## src/rtl/umul_seq_ctrl_pkg.sv

```systemverilog
// Shared definitions for the unary-multiplier sequencer.
// Package umul_ctrl_pkg: FSM state enum, default sizing, and sizing helpers.
package umul_ctrl_pkg;

    typedef enum logic [2:0] {
        IDLE = 3'd0,
        LOAD = 3'd1,
        RUN  = 3'd2,
        CLR  = 3'd3,
        DONE = 3'd4
    } umul_state_e;

    localparam int DEF_BITWIDTH = 8;
    localparam int DEF_MULT_LAT = 1;
    localparam int MAX_MULT_LAT = 3;

    // Run length and accumulator width for the default operand width.
    localparam int RUN_LEN = 1 << DEF_BITWIDTH;
    localparam int ACC_W   = DEF_BITWIDTH + 1;

    // Unary run length for a given operand width.
    function automatic int runLen(input int bitwidth);
        return 1 << bitwidth;
    endfunction

    // Ones-count width: one extra bit holds the full-run count 2^bitwidth.
    function automatic int accWidth(input int bitwidth);
        return bitwidth + 1;
    endfunction

    // Cycle counter width: must reach 2^bitwidth + MAX_MULT_LAT - 1.
    function automatic int cntWidth(input int bitwidth);
        return bitwidth + 2;
    endfunction

    // Multiplier latencies the sequencer is built to absorb.
    function automatic bit multLatOk(input int lat);
        return (lat >= 0) && (lat <= MAX_MULT_LAT);
    endfunction

endpackage

```

## src/rtl/umul_seq_ctrl_if.sv

```systemverilog
// Request/result handshake bundle between a binary front end and umul_seq_ctrl.
// Signal names are given from the controller's point of view.
interface umul_seq_ctrl_if
    import umul_ctrl_pkg::*;
#(
    parameter int BITWIDTH = DEF_BITWIDTH
) ();

    // Request channel
    logic                iValid;
    logic                oReady;
    logic [BITWIDTH-1:0] iA;
    logic [BITWIDTH-1:0] iB;

    // Result channel
    logic                oValid;
    logic                iReady;
    logic [BITWIDTH:0]   oResult;

    // Controller side
    modport slave (
        input  iValid, iA, iB, iReady,
        output oReady, oValid, oResult
    );

    // Requester side
    modport master (
        output iValid, iA, iB, iReady,
        input  oReady, oValid, oResult
    );

endinterface

```

## src/rtl/umul_unary_gen.sv

```systemverilog
// Unary stream generator: cycle counter plus comparator.
// Produces the thermometer-coded A bitstream (exactly A ones, then zeros),
// the accumulate window that lines up with the multiplier latency, and the
// last-cycle flag that ends the run.
module umul_unary_gen
    import umul_ctrl_pkg::*;
#(
    parameter int BITWIDTH = DEF_BITWIDTH,
    parameter int MULT_LAT = DEF_MULT_LAT
) (
    input  logic                iClk,
    input  logic                iRst,
    input  logic                iStart,
    input  logic                iRun,
    input  logic [BITWIDTH-1:0] iA,
    output logic                oBit,
    output logic                oAccEn,
    output logic                oLast
);

    localparam int               CNT_W  = cntWidth(BITWIDTH);
    localparam logic [CNT_W-1:0] WIN_LO = CNT_W'(MULT_LAT);
    localparam logic [CNT_W-1:0] WIN_HI = CNT_W'(runLen(BITWIDTH) + MULT_LAT);
    localparam logic [CNT_W-1:0] LAST   = CNT_W'(runLen(BITWIDTH) + MULT_LAT - 1);

    logic [CNT_W-1:0] cnt;
    logic [CNT_W-1:0] cntInc;
    logic [CNT_W-1:0] aExt;

    assign cntInc = cnt + CNT_W'(1);
    assign aExt   = CNT_W'(iA);

    // Ones from the multiplier are counted only once its pipeline has filled.
    assign oAccEn = iRun && (cnt >= WIN_LO) && (cnt < WIN_HI);
    assign oLast  = iRun && (cnt == LAST);

    // Counter and registered stream bit; the bit for cycle c is prepared from c's count.
    // NOTE: sequential state is written with <= so every flop samples pre-edge values.
    always_ff @(posedge iClk or posedge iRst) begin
        if (iRst) begin
            cnt  <= '0;
            oBit <= 1'b0;
        end else if (iStart) begin
            cnt  <= '0;
            oBit <= (aExt != '0);
        end else if (iRun && !oLast) begin
            cnt  <= cntInc;
            // cntInc < A implies cntInc < 2^BITWIDTH, so the tail stays zero.
            oBit <= (cntInc < aExt);
        end else begin
            cnt  <= '0;
            oBit <= 1'b0;
        end
    end

endmodule

```

## src/rtl/umul_seq_ctrl.sv

```systemverilog
// Sequencer for one rep_uMUL unary multiplier.
// Accepts an operand pair, loads B into the multiplier, streams A as a
// thermometer code for 2^BITWIDTH cycles, counts the multiplier's ones,
// clears the multiplier and returns the count as the product.
// Optional build macro: UMUL_SEQ_ZERO_SKIP_EN -- a zero operand skips
// LOAD/RUN and returns 0 straight from CLR/DONE.
module umul_seq_ctrl
    import umul_ctrl_pkg::*;
#(
    parameter int BITWIDTH = DEF_BITWIDTH,
    parameter int MULT_LAT = DEF_MULT_LAT
) (
    input  logic                iClk,
    input  logic                iRst,
    umul_seq_ctrl_if.slave      bus,
    output logic                oA,
    output logic [BITWIDTH-1:0] oB,
    output logic                oLoadB,
    output logic                oClr,
    input  logic                iMult
);

    localparam int ACC_WIDTH = accWidth(BITWIDTH);

    generate
        if (!multLatOk(MULT_LAT)) begin : gMultLatRange
            $error("umul_seq_ctrl: MULT_LAT must be within 0..3");
        end
    endgenerate

    umul_state_e            state;
    umul_state_e            nextState;
    logic [BITWIDTH-1:0]    aReg;
    logic [BITWIDTH-1:0]    bReg;
    logic [ACC_WIDTH-1:0]   acc;
    logic                   readyReg;
    logic                   validReg;
    logic                   loadReg;
    logic                   clrReg;
    logic                   accept;
    logic                   zeroOp;
    logic                   genBit;
    logic                   accEn;
    logic                   runLast;

    assign accept = bus.iValid && readyReg && (state == IDLE);

`ifdef UMUL_SEQ_ZERO_SKIP_EN
    assign zeroOp = (bus.iA == '0) || (bus.iB == '0);
`else
    assign zeroOp = 1'b0;
`endif

    umul_unary_gen #(
        .BITWIDTH (BITWIDTH),
        .MULT_LAT (MULT_LAT)
    ) uGen (
        .iClk   (iClk),
        .iRst   (iRst),
        .iStart (state == LOAD),
        .iRun   (state == RUN),
        .iA     (aReg),
        .oBit   (genBit),
        .oAccEn (accEn),
        .oLast  (runLast)
    );

    // State register.
    always_ff @(posedge iClk or posedge iRst) begin
        if (iRst) state <= IDLE;
        else      state <= nextState;
    end

    // Next-state logic.
    // NOTE: nextState is defaulted before the case so no path leaves it unassigned.
    always_comb begin
        nextState = state;
        case (state)
            IDLE:    if (accept) nextState = zeroOp ? CLR : LOAD;
            LOAD:    nextState = RUN;
            RUN:     if (runLast) nextState = CLR;
            CLR:     nextState = DONE;
            DONE:    if (validReg && bus.iReady) nextState = IDLE;
            default: nextState = IDLE;
        endcase
    end

    // Operand capture on an accepted request; B stays on oB until the next request.
    always_ff @(posedge iClk or posedge iRst) begin
        if (iRst) begin
            aReg <= '0;
            bReg <= '0;
        end else if (accept) begin
            aReg <= bus.iA;
            bReg <= bus.iB;
        end
    end

    // Ones counter; cleared while idle/loading, counts inside the latency-aligned window.
    always_ff @(posedge iClk or posedge iRst) begin
        if (iRst) begin
            acc <= '0;
        end else if (state == IDLE || state == LOAD) begin
            acc <= '0;
        end else if (accEn && iMult) begin
            acc <= acc + ACC_WIDTH'(1);
        end
    end

    // Registered handshake and strobe outputs decoded from the upcoming state.
    always_ff @(posedge iClk or posedge iRst) begin
        if (iRst) begin
            readyReg <= 1'b0;
            validReg <= 1'b0;
            loadReg  <= 1'b0;
            clrReg   <= 1'b0;
        end else begin
            readyReg <= (nextState == IDLE);
            validReg <= (nextState == DONE);
            loadReg  <= (nextState == LOAD);
            clrReg   <= (nextState == CLR);
        end
    end

    assign bus.oReady  = readyReg;
    assign bus.oValid  = validReg;
    assign bus.oResult = acc;
    assign oA          = genBit;
    assign oB          = bReg;
    assign oLoadB      = loadReg;
    assign oClr        = clrReg;

endmodule

```

## src/flat_wrapper.sv

```systemverilog
// flat-port wrapper written by rule: the top's interface ports become plain ports
module umul_seq_ctrl_flat import umul_ctrl_pkg::*;
#(
    parameter int BITWIDTH = DEF_BITWIDTH,
    parameter int MULT_LAT = DEF_MULT_LAT
)
  (iClk, iRst, oA, oB, oLoadB, oClr, iMult, bus_iValid, bus_iA, bus_iB, bus_iReady, bus_oReady, bus_oValid, bus_oResult);
  umul_seq_ctrl_if #(.BITWIDTH(BITWIDTH)) bus_i ();
  input  logic iClk;
  input  logic iRst;
  output logic oA;
  output logic [BITWIDTH-1:0] oB;
  output logic oLoadB;
  output logic oClr;
  input  logic iMult;
  input wire logic [$bits(bus_i.iValid)-1:0] bus_iValid;
  input wire logic [$bits(bus_i.iA)-1:0] bus_iA;
  input wire logic [$bits(bus_i.iB)-1:0] bus_iB;
  input wire logic [$bits(bus_i.iReady)-1:0] bus_iReady;
  output wire logic [$bits(bus_i.oReady)-1:0] bus_oReady;
  output wire logic [$bits(bus_i.oValid)-1:0] bus_oValid;
  output wire logic [$bits(bus_i.oResult)-1:0] bus_oResult;
  assign bus_i.iValid = bus_iValid;
  assign bus_i.iA = bus_iA;
  assign bus_i.iB = bus_iB;
  assign bus_i.iReady = bus_iReady;
  assign bus_oReady = bus_i.oReady;
  assign bus_oValid = bus_i.oValid;
  assign bus_oResult = bus_i.oResult;
  umul_seq_ctrl #(.BITWIDTH(BITWIDTH), .MULT_LAT(MULT_LAT)) u_core (.iClk(iClk), .iRst(iRst), .bus(bus_i), .oA(oA), .oB(oB), .oLoadB(oLoadB), .oClr(oClr), .iMult(iMult));
endmodule
```

## config.mk

```make
export PLATFORM = sky130hd
export DESIGN_NAME = umul_seq_ctrl_flat
export DESIGN_NICKNAME = d
export VERILOG_FILES = /design/src/rtl/umul_seq_ctrl_pkg.sv /design/src/rtl/umul_seq_ctrl_if.sv /design/src/rtl/umul_unary_gen.sv /design/src/rtl/umul_seq_ctrl.sv /design/src/flat_wrapper.sv
export SDC_FILE = /design/constraint.sdc
export NUM_CORES = 1
export LEC_CHECK = 0
export CAP_MARGIN = 15
export CORE_MARGIN = 4
export CORE_UTILIZATION = 54
export CTS_CLUSTER_SIZE = 25
export DETAILED_ROUTE_END_ITERATION = 6
export PLACE_DENSITY = 0.91
export SYNTH_ARGS = -nofsm -noshare
export SYNTH_HDL_FRONTEND = slang
export SYNTH_SLANG_ARGS = --single-unit
```

## constraint.sdc

```tcl
create_clock -name iClk -period 7.1 [get_ports iClk]
set_input_delay 0.71 -clock iClk [delete_from_list [all_inputs] [get_ports iClk]]
set_output_delay 0.71 -clock iClk [all_outputs]
set_load 0.02 [all_outputs]
```

======== Word-level counts from Yosys, hierarchy flattened ========
Index checks and enable logic that the tools add are counted.
storage, ports and cells
  output and inout bits ................... 22
  bits in registers ....................... 43
  word-level logic and storage cells ...... 47
  input port bits ......................... 21
cells by class
  magnitude comparators ................... 3
  equal/unequal tests ..................... 8
  add/sub/neg operators ................... 2
  multiplexer cells ....................... 10
  reduce and logical (&&, ||, !) cells .... 14
operator list
  kind                                                          count
  2-to-1 mux 10 bit                                             2
  2-to-1 mux 9 bit                                              2
  one-hot mux 3 bit (5 select lines)                            1
  adder 10 x 1 -> 10 bit (second input constant)                1
  equality test 10 x 9 -> 1 bit (second input constant)         1
  >= comparator 10 x 1 -> 1 bit (second input constant)         1
  less-than comparator 10 x 8 -> 1 bit                          1
  less-than comparator 10 x 9 -> 1 bit (second input constant)  1
  nonzero test 10 bit                                           1
  adder 9 x 1 -> 9 bit (second input constant)                  1
  equality test 3 x 2 -> 1 bit (second input constant)          3
  2-to-1 mux 3 bit                                              3
  logical AND 1 bit                                             8
  equality test 3 x 1 -> 1 bit (second input constant)          2
  equality test 3 bit (second input constant)                   2
  zero test 3 bit                                               2
  2-to-1 mux 1 bit                                              2
  nonzero test 2 bit                                            1
  zero test 1 bit                                               1
  logical OR 1 bit                                              1

======== Logic depth before layout (Yosys ltp) ========
Gate-level depths: netlist of the first run.
  depth after elaboration ................. 6
  depth in mapped cells ................... 9
  gate-level depth less buffers ........... 9

======== Cells and area by module ========
Synthesis of the first run repeated with hierarchy kept, for this count alone.
unflattened totals
  cell total of the unflattened synthesis .. 195
  area, all modules ....................... 2,205.9 sq um
modules (own cells, without submodules)
  module          cells an instance  sequential area each (sq um)  instances  area each (sq um)
  umul_seq_ctrl   101                800.8                         1          1,336.3
  umul_unary_gen  94                 275.3                         1          869.6

======== Least setup slack after synthesis of the first run ========
No wires, ideal clock.
  path type ............................... reg-to-reg
  start point ............................. register u_core.uGen.cnt[3]
  end point ............................... register u_core.acc[5] (netlist: u_core.bus.oResult[5])
  period minus slack after synthesis ...... 2,398 ps
  arrival ................................. 2,320 ps
  stages on the path, launching flop included .. 7
  slack ................................... 4,702 ps
  required time ........................... 7,023 ps
  setup time .............................. 77 ps
  buffers on the path ..................... 1
  path through ............................ dfrtp_1 or4_4 o41a_1 a311o_1 buf_6 or4_1 a21oi_1
on the way
  longest elaborated chain between the ends .. 5
  elaborated cells between the ends (all ways) .. 6
  those cells by class .................... order compare (2); reduce/logical (4)
RTL lines
  element                           line                  text
  from (decl)                       umul_unary_gen.sv:26  logic [CNT_W-1:0] cnt;
  from (signal assigned)            umul_unary_gen.sv:47  cnt <= cntInc;
  >= comparator 10 x 1 -> 1 bit     umul_unary_gen.sv:34  assign oAccEn = iRun && (cnt >= WIN_LO) && (cnt < WIN_HI);
  logical AND 1 bit                 umul_unary_gen.sv:34
  logical AND 1 bit (*)             umul_unary_gen.sv:34
  logical AND 1 bit (*)             umul_seq_ctrl.sv:105  end else if (accEn && iMult) begin
  nonzero test 2 bit (no line) (*)  --
  to (signal assigned)              umul_seq_ctrl.sv:106  acc <= acc + ACC_WIDTH'(1);
  to (decl)                         umul_seq_ctrl.sv:35   logic [ACC_WIDTH-1:0] acc;
Mark *: on every way between the ends. The rest lies on a longest branch, timed or not.
A chain may end at the register's enable or synchronous reset.

======== Worst setup path in the final report of the first run ========
Same ends and word-level chain as after synthesis.

==> impl_results.md, run 1 <==
* Syn Area/Cell at between 10 and 15 um^2
* Syn Std Cell Area at between 2000 and 2500 um^2
* Max Cap Violations at 0
* Yosys reg bits at 43
* Top post-synthesis cells by area: dfrtp_1 52%, ha_1 6.7%, mux2_2 4.9%
* Port Buffers at 42
* WP data arrival at 2.88 ns
* Clock Skews at 0.0120 ns
* Share of post-route cells with drive strength above 1 at under 10%
* Die X at ~70 um
* First-pass GRT wire length at 7270 um
* Fin crit share at a little under two fifths
* Final setup fails at 0
* # clock sinks at 43
* R2R Setup Slk at approximately 4.4 ns
* GPL Wtd Cong at slightly above 0.8
* CORE AREA at approximately 3700 um^2
* Post-CTS Setup Bufs at 0
* Share of the yosys chip area belonging to registers at ~52%
* Max frequency at between 0.3 and 0.4 GHz
* CP Launch Type: register
* Inserted Clock Buffers at 5
* Fillcell total at 261
* Min-Delay Endpoint: u_core.oB[5]
* Io pins at 43
* GR Overflow Total at 0
* DP HPWL at 3160 um
* Internal power at 0.000368 W
* HP Start: u_core.oB[5]
* Synth warn at 0
* ANT nets after route at 0
* Post-CTS Hold Buffers at 0
* Power per Cell Area at between 150 and 200 nW/um^2
* Worst R2R End: u_core.bus.oResult[5]
* Most frequent cell after synthesis: dfrtp_1
* Cts repair resizes at 0
* Combinational Power Share at 16.3%
* Setup Total Neg Slack at 0 ns
* Max-slew headroom at between 60% and 70%
* Final Hold Vio Count at 0
* Diode count at 0
* IR drop worst, VDD at about 180 uV
* Most used DFF post-synth: dfrtp_1
* Vias in the first global route at 1633
* Initial antenna violation count at 0
* Vias at 1592
* Critical path peak fanout at 18
* Worst r2r path cells at 5
* Row count at 22
* WL/cell at between 10 and 15 um
* H-tree depth at 2
* Yosys cell types at 36
* Sw frac at a little over a quarter
* Post-Place Cells at ~280
* EDFF count, synth at 0
* Largest net degree at the start of global routing at 44
* Clock transition at path regs at ~0.08 ns
* Reg power frac at 54.2%
* Hold path cells at 1
* GR Util All Layers at 18.7%
* Hold Path Class: register to register
* Clock Latency Late Sink at between 0.2 and 0.3 ns
* Clock share of power at between 20% and 30%
* Die area at approximately 4900 um^2
* Nets at approximately 270
* Clock Tree Root: clkbuf_8
* R2r startpoint: u_core.uGen.cnt[3]
* DRC at 0
* Synth cell count leaders: 43 x dfrtp_1, 13 x inv_1, 13 x nand2_1
* Worst EP required at around 7.3 ns
* Synth Instances at roughly 190
* Buffers & Inverters on Critical Path at 0
* Hold_ws at slightly above 0.5 ns
* Slowest-stage cell, CP: or4_1
* Non-filler instance count after layout at about 290
* Worst Tran Pin Value at roughly 0.58 ns
* Final Routed Wirelength at between 4000 and 5000 um
* Initial Utilization at between 50% and 60%
* Family with the most delay on the worst path: simple AND/OR/NAND/NOR gates
* Synth-to-Final Area Change at 27.0%
* Area share of the largest cell type after synthesis at ~52%
* Static leakage at about 1.2 nW
* PnR Total Power at 0.000507 W
* Clock Path Buffers at 2
* CP Cell Sequence: or4_4 > o41a_1 > a311o_1 > or4_1 > a21oi_1
* Syn_nets at about 220
* CP endpoint kind: register
* CTS tree: yes
* Vias per cell at around 5.6
* Crit Path Category: register to register
* DR pass1 iterations at 5
* Crit path time final at 2.67 ns
* Synth area leader: dfrtp_1
* Unrepaired setup endpoints after global routing: false
* Final Core Density at 71.4%
* Outcome: complete, no violations
* Psw at between 0.0001 and 0.00015 W
* Initial drt markers at slightly below 80
* CP max stage delay at approximately 0.57 ns
* Die height at 69.7 um
* Slew Viols, Final at 0
* Ys async rst share at 100%
[area by class of cell]
cell class	count	area (um^2)	share of cell area, %
sequential	43	1080	41.2
multi-input combinational	129	907	34.7
timing repair buffer	44	435	16.7
clock buffer	6	72.6	2.78
tap	48	60.1	2.30
inverter	13	48.8	1.87
clock inverter	2	12.5	0.479
[registers in the layout (all words and copies together), names as in the netlist]
register	cells
u_core.aReg	8
u_core.bus.oReady	1
u_core.bus.oValid	1
u_core.oLoadB	1
u_core.uGen.oBit	1
u_core.state	3
u_core.uGen.cnt	10
u_core.oClr	1
u_core.oB	8
u_core.bus.oResult	9
[worst max path at each step]
stage / start / depth (start not counted) / endpoint / slack [ns]
finish: u_core.uGen.cnt[3] / 5 / u_core.bus.oResult[5] / 4.43
detailed placement: u_core.uGen.cnt[2] / 5 / u_core.bus.oResult[5] / 4.44
global route: u_core.uGen.cnt[3] / 5 / u_core.bus.oResult[5] / 4.34
CTS: u_core.uGen.cnt[2] / 5 / u_core.bus.oResult[5] / 4.43
floorplan: u_core.uGen.cnt[3] / 6 / u_core.bus.oResult[5] / 4.70
global placement: u_core.uGen.cnt[3] / 5 / u_core.bus.oResult[8] / 4.55
[worst register-to-register path: stages (launching register included)]
cell	delay (ns)
dfrtp_1	0.43
or4_4	0.55
o41a_1	0.38
a311o_1	0.48
or4_1	0.57
a21oi_1	0.18
[kinds of logic after synthesis]
| group | synth area share, % |
|---|---|
| buf+inv | 3.83 |
| compound gates | 12.2 |
| flops | 52.3 |
| fa+ha+maj | 6.69 |
| xor+xnor | 3.83 |
| mux | 4.93 |
| simple gates | 16.2 |
[through the flow]
step	area, um^2	worst slack [ns]
after detailed placement	2530	4.44
after floorplan	2060	4.70
after global placement	2530	4.55
final	2610	4.43
after CTS	2610	4.43
after global routing	2610	4.34
[placed cells by master, fill, tap and decap left out, types with 2 or more instances in the layout]
cell / instances
and3_1: 2
dfrtp_1: 43
nand4_1: 2
mux2_2: 9
and4_1: 3
o211ai_1: 4
xnor2_1: 5
nor4_1: 2
nand2_1: 13
a21oi_1: 5
xor2_1: 4
a32o_1: 2
inv_1: 13
o21ai_0: 12
nor2_1: 10
clkbuf_8: 5
nand3_1: 11
clkdlybuf4s50_1: 42
ha_1: 11
o31ai_1: 6
nor2b_1: 7
buf_4: 2
or4_1: 3
nor3_1: 4
[power by group through the flow]
stage / sequential, W / clock, W / combinational (W)
5_1_grt: 0.000278 / 0.000167 / 0.0000910
4_1_cts: 0.000274 / 0.000151 / 0.0000835
6_report: 0.000275 / 0.000149 / 0.0000828
3_3_place_gp: 0.000279 / 0 / 0.0000803
2_1_floorplan: 0.000291 / 0 / 0.0000250
3_5_place_dp: 0.000279 / 0 / 0.0000833
[layer usage]
| layer | GRT usage [%] | up-vias | part of all wire (%) |
|---|---|---|---|
| li1 | - | 772 | - |
| met1 | 23.6 | 785 | 44 |
| met5 | 0 | - | 0 |
| met4 | 6.81 | 0 | 0.68 |
| met3 | 4.93 | 2 | 4.6 |
| met2 | 30.8 | 33 | 50 |
(Power assumes the default switching activity.)
==> run 2, diff against run 1 <==
--- a/config.mk
+++ b/config.mk
@@ -7,10 +7,10 @@
 export LEC_CHECK = 0
 export CAP_MARGIN = 15
 export CORE_MARGIN = 4
-export CORE_UTILIZATION = 54
+export CORE_UTILIZATION = 50
 export CTS_CLUSTER_SIZE = 25
 export DETAILED_ROUTE_END_ITERATION = 6
-export PLACE_DENSITY = 0.91
+export PLACE_DENSITY = 0.85
 export SYNTH_ARGS = -nofsm -noshare
 export SYNTH_HDL_FRONTEND = slang
 export SYNTH_SLANG_ARGS = --single-unit
==> constraint.sdc (replaced) <==
create_clock -name iClk -period 2.6 [get_ports iClk]
set_input_delay 0.26 -clock iClk [delete_from_list [all_inputs] [get_ports iClk]]
set_output_delay 0.26 -clock iClk [all_outputs]
set_load 0.02 [all_outputs]
==> run 2 against run 1 <==
Compared with the run above: first-iteration DRC count is 27% higher; core utilization is 5.0 points lower; hold slack worse by 0.12 ns; global-route usage is 1.6 points lower.
==> impl_results.md, run 2 (synthesis gave the netlist of run 1 again) <==
* Outcome: complete, no violations
* Die height at a little over 70 um
* Setup WS pre-CTS at 0.130 ns
* Share of post-route cells with drive strength above 1 at approximately 10%
* Power per Cell Area at about 550 nW/um^2
* Fillcell total at approximately 310
* DR pass1 iterations at 6
* Unrepaired setup endpoints after global routing: false
* Largest net degree at the start of global routing at 44
* Largest Register: u_core.uGen.cnt
* Met1 Wirelength at about 1800 um
* CTS tree: yes
* Clock Path Buffers at 2
* Die area at between 5000 and 6000 um^2
* Static leakage at roughly 1.2 nW
* Vias per cell at around 5.5
* FF/Latch Area at about 1100 um^2
* Clock Skews at between 0.009 and 0.01 ns
* Io pins at between 40 and 50
* Combinational Power Share at 15.3%
* Initial antenna violation count at 0
* Metal2 WL at roughly 2000 um
* DRC at 0
* # clock sinks at 43
* CP Launch Type: register
* Crit Path Category: register to register
* Largest register FFs at 10
* Worst Tran Pin Value at roughly 0.52 ns
* Final Hold Vio Count at 0
* WL/cell at approximately 15 um
* Uppermost routed layer: met4
* GR Overflow Total at 0
* Initial drt markers at 100
* GPL Wtd Cong at a little under 0.8
* Max-slew headroom at around 65%
* Commonest non-fill, non-tap cell in the layout: dfrtp_1
* Met3 wire length at 230 um
* Internal power at 0.00110 W
* CORE AREA at ~4000 um^2
* Max frequency at just over 0.4 GHz
* Clock Latency Late Sink at ~0.29 ns
* Final setup fails at 0
* Reg power frac at 51.0%
* Post-DP Area at roughly 2600 um^2
* ANT nets after route at 0
* Nets at 271
* Clock Tree Root: clkbuf_8
* Vias in the first global route at around 1600
* Setup Total Neg Slack at 0 ns
* IR drop worst, VDD at roughly 350 uV
* Worst Slack Setup Final at roughly 0.13 ns
* PnR Total Power at between 0.001 and 0.0015 W
* Initial Utilization at just over 50%
* Cts repair resizes at 0
* Commonest cells after routing, fill and taps aside: 43 x dfrtp_1, 42 x clkdlybuf4s50_1, 13 x nand2_1, 13 x inv_1, 12 x o21ai_0
* Psw at 0.000371 W
* DP HPWL at 3130 um
* GR Util All Layers at about 17%
* Inserted Clock Buffers at 5
* CP max stage delay at between 0.5 and 0.6 ns
* Diode count at 0
* CP endpoint kind: register
* Design area at roughly 2700 um^2
* CP Cell Sequence: or4_4 > o41a_1 > a311o_1 > or4_1 > a21oi_1
* Post-CTS Hold Buffers at 0
* Die X at between 70 and 80 um
* Crit path time final at about 2.5 ns
* Hold Path Class: primary input to async pin
* Sw frac at around 25%
* Port Buffers at 42
* Vias at between 1500 and 2000
* H-tree depth at 2
* Slew Viols, Final at 0
* WP data arrival at 2.69 ns
* First-pass GRT wire length at around 6900 um
* Critical path peak fanout at 6
* Final Routed Wirelength at ~4200 um
* Slowest-stage cell, CP: or4_4
* Synth-to-Final Area Change at 29.1%
* Multi-input logic area at 907 um^2
* Post-CTS Setup Bufs at 0
* Fin crit share at between 90% and 100%
* Max Cap Violations at 0
* Clock share of power at approximately a third
* Worst EP required at 2.82 ns
* Row count at 23
* R2R Setup Slk at 0.13 ns
* Clock transition at path regs at roughly 0.080 ns
==> run 2: cell count changes in the layout (fill, tap and decap cells not counted) <==
cell / before / now
clkinv_2: 1 / 0
buf_4: 2 / 5
bufinv_16: 0 / 1
clkinvlp_4: 1 / 0
==> run 2: layout make-up <==
| type | count | share of cell area (%) |
|---|---|---|
| Multi-Input combinational cell | 129 | 34.2 |
| Clock inverter | 1 | 1.13 |
| Tap cell | 50 | 2.36 |
| Clock buffer | 6 | 2.73 |
| Sequential cell | 43 | 40.5 |
| Inverter | 13 | 1.84 |
| Timing Repair Buffer | 47 | 17.2 |
==> run 2: per-layer routing <==
layer,vias to the layer above,global-route usage (%)
met1,768,20.5
li1,776,-
met5,-,0
met3,13,5.82
met2,38,28.2
met4,0,6.89
==> run 2: final timing paths <==
| kind | startpoint | to | depth (start not counted) |
|---|---|---|---|
| max reg2reg | u_core.uGen.cnt[3] | u_core.bus.oResult[7] | 5 |
| max in group asynchronous | iRst | u_core.bus.oResult[8] | 3 |
| min | iRst | u_core.oB[6] | 3 |
| min in group iClk | u_core.oB[1] | u_core.oB[1] | 1 |
| min reg2reg | u_core.oB[1] | u_core.oB[1] | 1 |
| max | u_core.uGen.cnt[3] | u_core.bus.oResult[7] | 5 |
==> run 2: critical path, delay by kind of cell (launching register included) <==
| kind | cells | cell delay [ns] |
|---|---|---|
| and+or+nand+nor | 2 | 1.09 |
| DFF | 1 | 0.42 |
| AOI/OAI and AO/OA | 3 | 0.90 |
==> run 2: power groups by stage <==
stage,logic (W),clock network (W),registers (W)
floorplan,0.0000682,0,0.000795
global placement,0.000221,0,0.000760
detailed placement,0.000227,0,0.000762
CTS,0.000228,0.000508,0.000748
global route,0.000244,0.000527,0.000757
finish,0.000225,0.000496,0.000749
==> run 2: per-stage QoR <==
stage | std cells | hold slack, ns | utilization, %
after floorplan | 191 | 0.377 | -
after global placement | 282 | 0.489 | 63.8
after detailed placement | 282 | 0.500 | 63.8
after CTS | 289 | 0.408 | 66.4
after global routing | 289 | 0.459 | 66.4
final | 289 | 0.387 | 66.4
==> run 3, diff against run 2 <==
--- a/config.mk
+++ b/config.mk
@@ -10,7 +10,7 @@
 export CORE_UTILIZATION = 50
 export CTS_CLUSTER_SIZE = 25
 export DETAILED_ROUTE_END_ITERATION = 6
-export PLACE_DENSITY = 0.85
+export PLACE_DENSITY = 0.75
 export SYNTH_ARGS = -nofsm -noshare
 export SYNTH_HDL_FRONTEND = slang
 export SYNTH_SLANG_ARGS = --single-unit
==> run 3 against run 2 <==
Compared with the run above: critical path type unchanged; routed wire length fell by 4.1%; highest routed layer unchanged; cell count rose by 0.69%; worst setup slack improved by 0.0039 ns; clock skew is 0.0043 ns lower; register-to-register slack barely moved; clock power decreased by 19%; sequential power barely moved; sequential share of layout area increased by 0.21 points.
==> impl_results.md, run 3 (synthesis gave the netlist of run 1 again) <==
* DP HPWL at just under 3000 um
* Outcome: complete, no violations
* Inserted Clock Buffers at 5
* WP data arrival at roughly 2.7 ns
* Commonest cells after routing, fill and taps aside: 43 x dfrtp_1, 42 x clkdlybuf4s50_1, 13 x nand2_1, 13 x inv_1, 12 x o21ai_0
* R2R Setup Slk at approximately 0.13 ns
* Crit path time final at 2.47 ns
* Die area at approximately 5200 um^2
* Largest net degree at the start of global routing at 44
* Vias per cell at 5.38
* Fillcell total at between 300 and 400
* Commonest non-fill, non-tap cell in the layout: dfrtp_1
* Post-CTS Hold Buffers at 0
* DR pass1 iterations at 4
* Max Cap Violations at 0
* Clock transition at path regs at 0.08 ns
* Port Buffers at 42
* Clock Latency Late Sink at between 0.2 and 0.3 ns
* ANT nets after route at 0
* Vias in the first global route at around 1600
* Synth-to-Final Area Change at 28.4%
* Hold Path Class: primary input to async pin
* Power per Cell Area at between 500 and 600 nW/um^2
* Initial antenna violation count at 0
* CP endpoint kind: register
* Final Routed Wirelength at slightly above 4000 um
* GR Overflow Total at 0
* # clock sinks at 43
* Worst EP required at 2.81 ns
* Initial Utilization at about 51%
* Nets at 272
* Io pins at 43
* First-pass GRT wire length at about 7000 um
* PnR Total Power at between 0.001 and 0.0015 W
* Unrepaired setup endpoints after global routing: false
* WL/cell at ~14 um
* Clock Skews at approximately 0.0051 ns
* IR drop worst, VDD at about 440 uV
* Critical path peak fanout at 6
* Static leakage at between 1 and 1.5 nW
* Largest register FFs at 10
* Die height at 72.1 um
* Initial drt markers at 119
* CORE AREA at around 4000 um^2
* Clock Path Buffers at 2
* Diode count at 0
* Setup Total Neg Slack at 0 ns
* Worst Tran Pin Value at roughly 0.54 ns
* Clock Tree Root: clkbuf_8
* Slew Viols, Final at 0
* CTS tree: yes
* Vias at around 1600
* H-tree depth at 2
* Fin crit share at about 95%
* Share of post-route cells with drive strength above 1 at around a tenth
* Row count at 23
* GPL Wtd Cong at 0.835
* Crit Path Category: register to register
* Max-slew headroom at 63.9%
* Post-CTS Setup Bufs at 0
* Largest Register: u_core.uGen.cnt
* DRC at 0
* Max frequency at about 0.40 GHz
* Final Hold Vio Count at 0
* Final setup fails at 0
* Cts repair resizes at 0
* CP Launch Type: register
* GR Util All Layers at between 15 and 20%
* Die X at a little over 70 um
-- run 3: cell count changes in the layout (fill, tap and decap cells not counted), sizes merged --
cell / change
buf: +1
bufinv: -1
clkbuf: +1
clkinv: +1
-- run 3: metrics by stage --
step	hold WS (ns)	instances	cell area [um^2]	utilization (%)	worst slack, ns
2_1_floorplan	0.377	191	2060	-	0.202
3_3_place_gp	0.488	283	2560	64.0	0.210
3_5_place_dp	0.494	283	2560	64.0	0.154
4_1_cts	0.424	291	2640	66.0	0.136
5_1_grt	0.475	291	2640	66.0	0.0493
6_report	0.407	291	2640	66.0	0.130
-- run 3: final timing paths --
path | endpoint | from | depth (start not counted)
worst max-delay path | u_core.bus.oResult[7] | u_core.uGen.cnt[3] | 5
worst min-delay path | u_core.oB[6] | iRst | 3
worst max register to register | u_core.bus.oResult[7] | u_core.uGen.cnt[3] | 5
worst min register to register | u_core.oB[4] | u_core.oB[4] | 1
max in group asynchronous | u_core.uGen.cnt[4] | iRst | 3
min in group iClk | u_core.oB[4] | u_core.oB[4] | 1
-- run 3: area by class of cell --
| class | instances | area, um^2 | share of cell area [%] |
|---|---|---|---|
| flip-flops and latches | 43 | 1080 | 40.7 |
| multi-input cells | 129 | 907 | 34.3 |
| repair buffers | 48 | 465 | 17.6 |
| clock buffers | 7 | 76.3 | 2.89 |
| inverters | 13 | 48.8 | 1.85 |
| clock inverters | 1 | 5.00 | 0.189 |
| well taps | 50 | 62.6 | 2.37 |
-- run 3: power by group --
group	switching [W]	internal [W]
logic	0.000108	0.000116
registers	0.0000459	0.000703
clock network	0.000212	0.000189
total	0.000366	0.00101
-- run 3: metal layers --
layer	up-vias	routed length (um)	track usage [%]
met2	36	1830	26.2
li1	778	-	-
met4	0	54	7.31
met1	747	1920	23.5
met5	-	0	0
met3	4	232	5.54
-- run 3: worst max-delay path, stage by stage (launching register included) --
cell and delay, ns:
dfrtp_1 0.43, or4_4 0.55, o41a_1 0.38, a311o_1 0.35, or4_1 0.53, a21oi_1 0.17
